<file path="src/rtl/cnt_pkg.sv">
// rtl/cnt_pkg.sv - shared state encoding and modulus table for the variable-modulus counters
package cnt_pkg;

  localparam int CNT_W = 4;

  localparam logic [CNT_W-1:0] MOD_MAX_00 = 4'd5;
  localparam logic [CNT_W-1:0] MOD_MAX_01 = 4'd7;
  localparam logic [CNT_W-1:0] MOD_MAX_10 = 4'd9;
  localparam logic [CNT_W-1:0] MOD_MAX_11 = 4'd14;

  typedef enum logic [1:0] {
    IDLE = 2'd0,
    RUN  = 2'd1,
    DONE = 2'd2
  } cnt_state_e;

  function automatic logic [CNT_W-1:0] mod_max(input logic [1:0] sw);
    case (sw)
      2'b00:   mod_max = MOD_MAX_00;
      2'b01:   mod_max = MOD_MAX_01;
      2'b10:   mod_max = MOD_MAX_10;
      default: mod_max = MOD_MAX_11;
    endcase
  endfunction

endpackage

</file>
<file path="src/rtl/var_mod_decode.sv">
// rtl/var_mod_decode.sv - modulus select to terminal (reload) value decode
module var_mod_decode #(
  parameter int               WIDTH  = 4,
  parameter logic [WIDTH-1:0] MAX_00 = 4'd5,
  parameter logic [WIDTH-1:0] MAX_01 = 4'd7,
  parameter logic [WIDTH-1:0] MAX_10 = 4'd9,
  parameter logic [WIDTH-1:0] MAX_11 = 4'd14
) (
  input  logic [1:0]       sw_i,
  output logic [WIDTH-1:0] max_o
);

  always_comb begin
    case (sw_i)
      2'b00:   max_o = MAX_00;
      2'b01:   max_o = MAX_01;
      2'b10:   max_o = MAX_10;
      default: max_o = MAX_11;
    endcase
  end

endmodule

</file>
<file path="src/rtl/var_down_counter.sv">
// rtl/var_down_counter.sv - variable-modulus down counter with free-run and one-shot modes
module var_down_counter
  import cnt_pkg::*;
#(
  parameter int               WIDTH  = CNT_W,
  parameter logic [WIDTH-1:0] MAX_00 = MOD_MAX_00,
  parameter logic [WIDTH-1:0] MAX_01 = MOD_MAX_01,
  parameter logic [WIDTH-1:0] MAX_10 = MOD_MAX_10,
  parameter logic [WIDTH-1:0] MAX_11 = MOD_MAX_11
) (
  input  logic             CP,
  input  logic             CLR,
  input  logic             En,
  input  logic [1:0]       SW,
  input  logic             Mode,
  input  logic             Load,
  input  logic [WIDTH-1:0] D,
  input  logic             Start,
  output logic [WIDTH-1:0] Q,
  output logic             Borrow,
  output logic             Done
);

  localparam logic [WIDTH-1:0] ONE = {{(WIDTH-1){1'b0}}, 1'b1};

  cnt_state_e       state_q, state_d;
  logic [WIDTH-1:0] q_q, q_d;
  logic             borrow_q, borrow_d;
  logic [WIDTH-1:0] max;
  logic             step;

  var_mod_decode #(
    .WIDTH  (WIDTH),
    .MAX_00 (MAX_00),
    .MAX_01 (MAX_01),
    .MAX_10 (MAX_10),
    .MAX_11 (MAX_11)
  ) u_decode (
    .sw_i  (SW),
    .max_o (max)
  );

  always_comb begin
    state_d  = state_q;
    q_d      = q_q;
    borrow_d = 1'b0;
    step     = 1'b0;
    if (Load) begin
      q_d     = (D > max) ? max : D;
      state_d = Start ? RUN : IDLE;
    end else begin
      case (state_q)
        IDLE: if (Start) state_d = RUN;
        RUN:  step = En;
        DONE: begin
          if (Start) begin
            state_d = RUN;
            step    = En;
          end
        end
        default: state_d = IDLE;
      endcase
      // Order matters: an out-of-range count (SW changed mid-run) is clamped before any wrap.
      if (step) begin
        if (q_q > max) begin
          q_d = max;
        end else if (q_q == '0) begin
          if (!Mode) begin
            q_d      = max;
            borrow_d = 1'b1;
          end else begin
            state_d = DONE;
          end
        end else if (q_q == ONE && Mode) begin
          q_d     = '0;
          state_d = DONE;
        end else begin
          q_d = q_q - ONE;
        end
      end
    end
  end

  always_ff @(posedge CP) begin
    if (CLR) begin
      state_q  <= IDLE;
      q_q      <= '0;
      borrow_q <= 1'b0;
    end else begin
      state_q  <= state_d;
      q_q      <= q_d;
      borrow_q <= borrow_d;
    end
  end

  assign Q      = q_q;
  assign Borrow = borrow_q;
  assign Done   = (state_q == DONE);

endmodule

</file>
<file path="config.mk">
export PLATFORM = sky130hd
export DESIGN_NAME = var_down_counter
export DESIGN_NICKNAME = d
export VERILOG_FILES = /design/src/rtl/cnt_pkg.sv /design/src/rtl/var_mod_decode.sv /design/src/rtl/var_down_counter.sv
export SDC_FILE = /design/constraint.sdc
export NUM_CORES = 1
export LEC_CHECK = 0
export CORE_MARGIN = 2
export CORE_UTILIZATION = 54
export CTS_BUF_LIST = sky130_fd_sc_hd__clkbuf_4
export DETAILED_ROUTE_END_ITERATION = 10
export GPL_TIMING_DRIVEN = 0
export PLACE_DENSITY = 0.82
export SYNTH_ARGS = -nofsm -noshare
export SYNTH_HDL_FRONTEND = slang
export SYNTH_SLANG_ARGS = --single-unit
</file>
<file path="constraint.sdc">
create_clock -name CP -period 2.2 [get_ports CP]
set_input_delay 0.22 -clock CP [delete_from_list [all_inputs] [get_ports CP]]
set_output_delay 0.22 -clock CP [all_outputs]
set_load 0.01 [all_outputs]
</file>
==> flow_metrics.env <==
export IMPL_critPathMaxFanout=3
export IMPL_fmax_mhz=476.7
export IMPL_setup_tns_ns=0
export IMPL_synth_top_area_share=0.1538
export IMPL_synth_seq_cells=7
export IMPL_diodes=0
export IMPL_drc=0
export IMPL_clockBufferDepth=2
export IMPL_leakagePower_uw=0.0004783
export IMPL_irDropWorstVdd_mv=0.2379
export IMPL_io_buffers=16
export IMPL_rsz0062_at_grt="false"
export IMPL_cts_root_buffer="clkbuf_4"
export IMPL_drt_pre_antenna_iters=4
export IMPL_synth_main_ff_cell="dfxtp_1"
export IMPL_cellPowerDensity_nw_per_um2=443.3
export IMPL_ant_nets=0
export IMPL_die_y_um=46.51
export IMPL_synth_top_area_cell="ha_1"
export IMPL_vias=1096
export IMPL_hold_buffers=0
export IMPL_hp_class="primary input to flip-flop"
export IMPL_chipWidth_um=46.51
export IMPL_syn_nets=153
export IMPL_routedWlPerCell_um=14.48
export IMPL_synthTopCellsByArea="ha_1 15%, dfxtp_1 14%, a21oi_1 5.1%"
export IMPL_critical_path_class="flip-flop to flip-flop"
export IMPL_first_iter_violations=64
export IMPL_dp_hpwl_um=1953
export IMPL_finalMaxSlewViolations=0
export IMPL_grt_antenna_before_repair=0
export IMPL_grt_usage=0.2510
export IMPL_maxCapViolCount=0
export IMPL_nFillCells=137
export IMPL_viasPerCell=6.227
export IMPL_synth_cell_type_count=48
export IMPL_power_uw=547.5
export IMPL_worst_clock_skew_ns=0.005114
export IMPL_cts_tree="yes"
export IMPL_grt_start_max_net_pins=11
export IMPL_avgSynthCellArea_um2=7.565
export IMPL_cts_sinks=7
export IMPL_ys_seq_area_frac=0.1436
export IMPL_crit_required_ns=2.36
export IMPL_htreeDepth=1
export IMPL_period_share=0.9536
export IMPL_grt_pass1_vias=982
export IMPL_setup_viol=0
export IMPL_path_clk_slew_ns=0.06
export IMPL_final_nets=176
export IMPL_insertion_delay_ns=0.25
export IMPL_core_um2=1708
export IMPL_io_pins=18
export IMPL_yosysWarnings=0
export IMPL_slew_headroom=0.6874
export IMPL_drt_total_wl_um=2548
export IMPL_synth_edf_count=0
export IMPL_post_route_min_period_ns=2.098
export IMPL_dieArea_um2=2163
export IMPL_end_kind="flip-flop"
export IMPL_ys_async_sr_fraction=0
export IMPL_place_gp_congestion=0.8738
export IMPL_cp_arrival_ns=2.25
export IMPL_finish_utilization=0.7231
export IMPL_start_util=0.5714
export IMPL_netlist_instances=129
export IMPL_netlist_area_um2=975.9
export IMPL_num_rows=15
export IMPL_area_delta_synth_final_pct=26.54
export IMPL_tightest_slew_ns=0.4689
export IMPL_drive_gt1_frac=0.1457
export IMPL_cts_buffers=3
export IMPL_grt_first_pass_wirelength_um=3939
export IMPL_cp_start_kind="flip-flop"
export IMPL_timing_hold_violations_final=0
export IMPL_outcome="finished, final reports clean"
export IMPL_grt_remaining_overflow=0
## cell type report
class,instances,area [µm²],area share
multi-input combinational,105,764.5,0.6190
timing repair buffer,18,173.9,0.1408
sequential,7,140.1,0.1135
buffer,7,57.56,0.04661
inverter,10,37.54,0.03040
tap,25,31.28,0.02533
clock buffer,4,30.03,0.02432
## final timing paths
kind,from,end,slack (ns),depth (start not counted)
max,Q[1]$_SDFFE_PP0P_,Q[2]$_SDFFE_PP0P_,0.10,7
min,SW[0],Q[2]$_SDFFE_PP0P_,0.48,5
max reg2reg,Q[1]$_SDFFE_PP0P_,Q[2]$_SDFFE_PP0P_,0.10,7
min reg2reg,state_q[0]$_SDFF_PP0_,state_q[0]$_SDFF_PP0_,0.54,2
## power by group
group	switching, µW	leakage (µW)	internal (µW)
clock	47.5	0.0000184	81.5
combinational	153	0.000402	122
sequential	6.87	0.0000576	136
## metrics by stage
stage	instances	worst slack [ns]	hold slack [ns]	instance area, µm²
2_1_floorplan	129	0.2803	0.3605	975.9
3_3_place_gp	170	-0.4076	0.5200	1167
3_5_place_dp	170	-0.4169	0.5343	1167
4_1_cts	176	0.1031	0.4798	1217
5_1_grt	176	0.009751	0.5212	1235
6_report	176	0.1022	0.4838	1235
## sequential cells by signal, indices dropped and copies added (netlist names)
register  cells
Borrow        1
Q             4
state_q       2
## logic make-up after synthesis
| logic type | synth area share |
|---|---|
| adder cells (fa/ha/maj) | 0.1756 |
| multiplexers | 0.02051 |
| XOR/XNOR | 0.008976 |
| AO/OA/AOI/OAI | 0.3577 |
| AND/OR/NAND/NOR | 0.2000 |
| flip-flops | 0.1436 |
| buffers and inverters | 0.09359 |
## critical path, cell delays in order, from the launching register on
cell,delay [ns]
dfxtp_1,0.33
ha_1,0.31
and2b_1,0.19
o211ai_1,0.32
o32ai_2,0.19
nor4b_2,0.34
o21ai_1,0.10
o31ai_1,0.22
## synthesized netlist by cell type, types with 2 or more instances
master	n
o211ai_1	2
ha_1	12
nand3_1	2
buf_6	3
nand2_1	11
inv_1	10
o21a_1	2
o2111ai_1	2
a211oi_1	2
nor2_1	12
clkbuf_1	2
nor2b_1	2
o31ai_1	5
dfxtp_1	7
a221oi_1	2
o21ai_0	7
nor3_1	3
mux2i_1	2
o21ai_1	3
a21oi_1	10
## timing repair
item / in CTS / in global routing
buffers inserted: 2 / 0
setup endpoints to repair: 3 / 3
gates resized for setup: 3 / 4
pin swaps: 1 / 3
## per-layer routing
| layer | up-vias | wire (µm) | GRT usage |
|---|---|---|---|
| met5 | - | 0 | 0 |
| met4 | 0 | 58 | 0.1771 |
| met3 | 8 | 200 | 0.03137 |
| met2 | 69 | 1304 | 0.4250 |
| met1 | 494 | 985 | 0.2860 |
| li1 | 525 | - | - |
## cells in the final DEF (no fill, tap or decap), types with 2 or more instances in the layout
cell / instances
dfxtp_1: 7
nor2_1: 12
nand2_1: 10
o21ai_1: 3
a21oi_1: 9
inv_1: 9
clkbuf_1: 2
a211oi_1: 2
nor2b_1: 2
clkbuf_4: 4
o31ai_1: 5
nor3_1: 3
a221oi_1: 2
o32ai_2: 2
mux2i_1: 2
buf_4: 2
o21ai_0: 7
o2111ai_1: 2
a21oi_2: 2
clkdlybuf4s50_1: 15
o21a_1: 2
ha_1: 12
o211ai_1: 2
buf_6: 4
nand3_1: 2
(Power assumes the default switching activity.)
